--- src/rtl/contador_pkg.sv ---
// Shared constants for the contador counter family: direction encoding and
// the control-priority selector used by the next-state mux.
package contador_pkg;

    localparam logic DIR_UP   = 1'b1;
    localparam logic DIR_DOWN = 1'b0;

    typedef enum logic [1:0] {
        CTRL_CLEAR,
        CTRL_LOAD,
        CTRL_COUNT,
        CTRL_HOLD
    } ctrl_t;

endpackage

--- src/rtl/contador_wrap_logic.sv ---
// Combinational next-count, wrap detection and cascade terminal count for a
// modulo-MODULUS up/down counter.
module contador_wrap_logic
    import contador_pkg::*;
#(
    parameter int WIDTH   = 5,
    parameter int MODULUS = 32
) (
    input  logic [WIDTH-1:0] count,
    input  logic             up,
    input  logic             enable,
    input  logic             load,
    input  logic             clear,
    output logic [WIDTH-1:0] next_count,
    output logic             wrap,
    output logic             tc
);

    // One extra bit so MODULUS-1 and count+1 fit even when MODULUS = 2**WIDTH.
    localparam logic [WIDTH:0] LAST = (WIDTH+1)'(MODULUS - 1);

    logic [WIDTH:0] count_ext;

    always_comb begin
        count_ext  = {1'b0, count};
        wrap       = 1'b0;
        next_count = count;
        if (up == DIR_UP) begin
            wrap       = (count_ext == LAST);
            next_count = wrap ? '0 : WIDTH'(count_ext + 1'b1);
        end else begin
            wrap       = (count_ext == '0);
            next_count = wrap ? WIDTH'(LAST) : WIDTH'(count_ext - 1'b1);
        end
        tc = enable & ~load & ~clear & wrap;
    end

endmodule

--- src/rtl/contador_mod_n_updown.sv ---
// Synchronous modulo-N up/down counter with enable, range-checked parallel
// load and cascadable terminal count / carry outputs.
module contador_mod_n_updown
    import contador_pkg::*;
#(
    parameter int WIDTH   = 5,
    parameter int MODULUS = 32
) (
    input  logic             clk_input,
    input  logic             clear_input,
    input  logic             enable_input,
    input  logic             up_input,
    input  logic             load_input,
    input  logic [WIDTH-1:0] load_value_input,
    output logic [WIDTH-1:0] count_output,
    output logic             tc_output,
    output logic             carry_output,
    output logic             load_error_output
);

    localparam logic [WIDTH:0] LAST = (WIDTH+1)'(MODULUS - 1);

    if (MODULUS < 2 || MODULUS > (2 ** WIDTH)) begin : g_bad_modulus
        $error("contador_mod_n_updown: MODULUS must satisfy 2 <= MODULUS <= 2**WIDTH");
    end

    ctrl_t            ctrl;
    logic [WIDTH-1:0] next_count;
    logic             wrap;
    logic             load_valid;

    contador_wrap_logic #(
        .WIDTH   (WIDTH),
        .MODULUS (MODULUS)
    ) u_wrap (
        .count      (count_output),
        .up         (up_input),
        .enable     (enable_input),
        .load       (load_input),
        .clear      (clear_input),
        .next_count (next_count),
        .wrap       (wrap),
        .tc         (tc_output)
    );

    always_comb begin
        load_valid = ({1'b0, load_value_input} <= LAST);
        if (clear_input)
            ctrl = CTRL_CLEAR;
        else if (load_input)
            ctrl = CTRL_LOAD;
        else if (enable_input)
            ctrl = CTRL_COUNT;
        else
            ctrl = CTRL_HOLD;
    end

    // A rejected load leaves the count untouched and suppresses counting.
    always_ff @(posedge clk_input) begin
        case (ctrl)
            CTRL_CLEAR: begin
                count_output      <= '0;
                carry_output      <= 1'b0;
                load_error_output <= 1'b0;
            end
            CTRL_LOAD: begin
                if (load_valid)
                    count_output <= load_value_input;
                carry_output      <= 1'b0;
                load_error_output <= ~load_valid;
            end
            CTRL_COUNT: begin
                count_output      <= next_count;
                carry_output      <= wrap;
                load_error_output <= 1'b0;
            end
            default: begin
                carry_output      <= 1'b0;
                load_error_output <= 1'b0;
            end
        endcase
    end

endmodule

--- config.mk ---
export PLATFORM = sky130hd
export DESIGN_NAME = contador_mod_n_updown
export DESIGN_NICKNAME = d
export VERILOG_FILES = /design/src/rtl/contador_pkg.sv /design/src/rtl/contador_wrap_logic.sv /design/src/rtl/contador_mod_n_updown.sv
export SDC_FILE = /design/constraint.sdc
export NUM_CORES = 1
export LEC_CHECK = 0
export BUFFER_PORTS_ARGS = -buffer_cell sky130_fd_sc_hd__buf_2
export CAP_MARGIN = 20
export CORE_UTILIZATION = 32
export DETAILED_ROUTE_END_ITERATION = 12
export MAX_ROUTING_LAYER = met4
export PLACE_DENSITY_LB_ADDON = 0.15
export SETUP_SLACK_MARGIN = 0.4
export SLEW_MARGIN = 20
export SYNTH_ARGS = -nofsm -noshare
export SYNTH_HDL_FRONTEND = slang
export SYNTH_HIERARCHICAL = 1
export SYNTH_SLANG_ARGS = --single-unit
--- constraint.sdc ---
create_clock -name clk_input -period 5 [get_ports clk_input]
set_input_delay 0 -clock clk_input [delete_from_list [all_inputs] [get_ports clk_input]]
set_output_delay 0 -clock clk_input [all_outputs]
set_load 0.005 [all_outputs]
==> reports/metrics.yaml <==
status:
  status: "complete, no violations"
worst_setup_path:
  cp_max_fo: 8
  start_kind: "flop"
  cp_cell_sequence: "ha_1 > and3_1 > ha_1 > or2b_1 > o221ai_1 > o21a_1 > a32o_2"
  crit_required_ns: 5.12
  path_class: "reg -> reg"
  cp_slowest_stage_delay_ns: 0.48
  cp_common_cell: "ha_1"
  cp_data_arrival_time_ns: 2.15
  endpoint_kind: "flop"
  slowest_stage: "edfxtp_1"
clocking:
  postCtsHoldBufs: 0
  cts.sink_count: 6
  cts.repair.resized: 0
  numCtsBuffers: 3
  cts_tree: "built"
  cts_root_buffer: "clkbuf_4"
  clk_pin_slew_ns: 0.05
  post_cts_buffers: 0
  clk_latency_ns: 0.25
  htreeDepth: 1
  cts_buffer_depth: 2
cells_and_area:
  mostFrequentLayoutCells: "16 x buf_2, 5 x a32o_2, 5 x edfxtp_1"
  fin_nets: 82
  antenna_cells: 0
  fin_cells: 84
  utilization_pct: 40.8
  drive_gt1_share_pct: 44.1
  area_delta_synth_final_pct: 18.6
  final_common_cell: "buf_2"
  fillCellCount: 159
timing:
  finalWorstSetupSlack_ns: 2.97
  finClkSkew_ns: 0.00646
  fin_crit_ns: 2.03
  drv_slew: 0
  final.setup.tns_ns: 0
  setup_violations: 0
  hold_viol: 0
  fin_crit_sh_pct: 40.5
  rsz0062_at_grt: "no"
  fmaxAchievable_mhz: 494
job:
  drv_cap: 0
grt:
  grt_pass1_vias: 446
  track_usage_pct: 14.2
  antenna_found_initial: 0
  grt_pass1_wl_mm: 1.87
  grt_overflow_total: 0
  grt_max_degree: 12
route:
  drt_pass1_iterations: 4
  post_drt_wl_per_cell_um: 12.7
  drt-initial-drc-count: 10
  via_per_inst: 5.48
  drc_errors: 0
  wl_mm: 1.07
  dr_total_vias: 460
  postRouteAntennaNets: 0
yosys:
  synth-warning-count: 6
  ys_types: 30
  syn-instance-count: 51
  postSynthAreaPerCell_sq_um: 10.2
  synthesis.area_sq_um: 518
  synth_seq_cells: 6
  syn-num-nets: 64
  synth_seq_area_share_pct: 32.9
power:
  leakagePower_nw: 0.303
  cellPowerDensity_mw_per_mm2: 253
  ir_drop_uv: 111
place:
  post-dp-hpwl_um: 841
  pre_cts_ws_ns: 3.00
  place_congestion: 0.674
  port_buffers: 16
  dp.cells: 80
hold_path:
  worst_hold_path_type: "in -> reg"
die:
  dieHeight_um: 42.2
  fp.dieArea_sq_mm: 0.00178
  start_util_pct: 34.4
  die_width_um: 42.2
  io_pins: 18
  core.rowCount: 14
  core_sq_mm: 0.00151
-- state kept, by name (all words and copies together) (netlist names) --
register and cells:
count_output 5, carry_output 1
-- report_power, final --
part | leakage (nW) | internal (mW) | switching, mW | total [mW]
Clock | 0.0150 | 0.0303 | 0.0186 | 0.0489
Combinational | 0.223 | 0.0211 | 0.0192 | 0.0402
Sequential | 0.0649 | 0.0592 | 0.00687 | 0.0661
Total | 0.303 | 0.111 | 0.0446 | 0.155
-- worst max-delay path: cells and delay by family, from the launching register on --
kind	cells	cell delay [ns]
AO/OA/AOI/OAI	3	0.50
adder cells (fa/ha/maj)	2	0.46
flip-flops	1	0.48
AND/OR/NAND/NOR	2	0.46
-- stage by stage --
stage / power (mW) / hold WS, ns / instance area [sq um]
finish: 0.155 / 0.0376 / 614
global route: 0.164 / 0.0345 / 614
CTS: 0.157 / 0.0337 / 614
detailed placement: 0.107 / 0.296 / 588
global placement: 0.107 / 0.287 / 588
floorplan: 0.0951 / 0.0840 / 518
-- metal layers --
| layer | vias up | track usage, % | share of wire, % |
|---|---|---|---|
| li1 | 229 | - | - |
| met1 | 214 | 17.5 | 47 |
| met2 | 15 | 21.5 | 47 |
| met3 | 2 | 2.16 | 4.8 |
| met4 | 0 | 9.38 | 1.4 |
| met5 | - | - | 0 |
-- kinds of logic after synthesis --
group / Yosys count / share of synthesized area, %
compound gates: 14 / 24.2
xor+xnor: 2 / 3.38
fa+ha+maj: 3 / 7.25
buf+inv: 6 / 7.97
flops: 6 / 32.8
other cells: 1 / 0.724
simple gates: 19 / 23.7
-- worst paths after layout --
path / startpoint / endpoint / cells after the start / slack (ns)
worst max-delay path: count_output[0] / count_output[2] / 7 / 2.97
worst min-delay path: load_value_input[1] / count_output[1] / 2 / 0.04
worst max register to register: count_output[0] / count_output[2] / 7 / 2.97
worst min register to register: count_output[4] / carry_output / 3 / 0.85
-- cell usage after synthesis --
master / number / share of area (%)
a21boi_2: 1 / 2.2
a21oi_2: 1 / 1.7
a32o_2: 5 / 11
and3_1: 3 / 3.6
buf_4: 1 / 1.4
buf_6: 2 / 4.3
conb_1: 1 / 0.72
dfxtp_1: 1 / 3.9
edfxtp_1: 5 / 29
ha_1: 3 / 7.2
inv_1: 3 / 2.2
nand2_1: 4 / 2.9
nand2b_4: 1 / 2.7
nand3_1: 1 / 0.97
nor2_1: 1 / 0.72
nor2_2: 1 / 1.2
nor2b_2: 1 / 1.7
nor3_1: 1 / 0.97
nor3b_1: 1 / 1.4
nor4_1: 1 / 1.2
o21a_1: 1 / 1.4
o21ai_0: 2 / 1.9
o21ai_1: 1 / 0.97
o221ai_1: 2 / 3.4
o31a_1: 1 / 1.7
or2b_1: 1 / 1.4
or3_1: 1 / 1.2
or4_1: 1 / 1.4
or4_4: 1 / 2.2
xnor2_1: 2 / 3.4
-- final cells by class --
cell class	instances	area [sq um]	share of cell area, %
clock buffers	4	26.3	4.28
inverters	3	11.3	1.83
multi-input cells	39	307	49.9
flip-flops and latches	6	170	27.7
well taps	16	20.0	3.26
repair buffers	16	80.1	13.0
(Power assumes the default switching activity.)
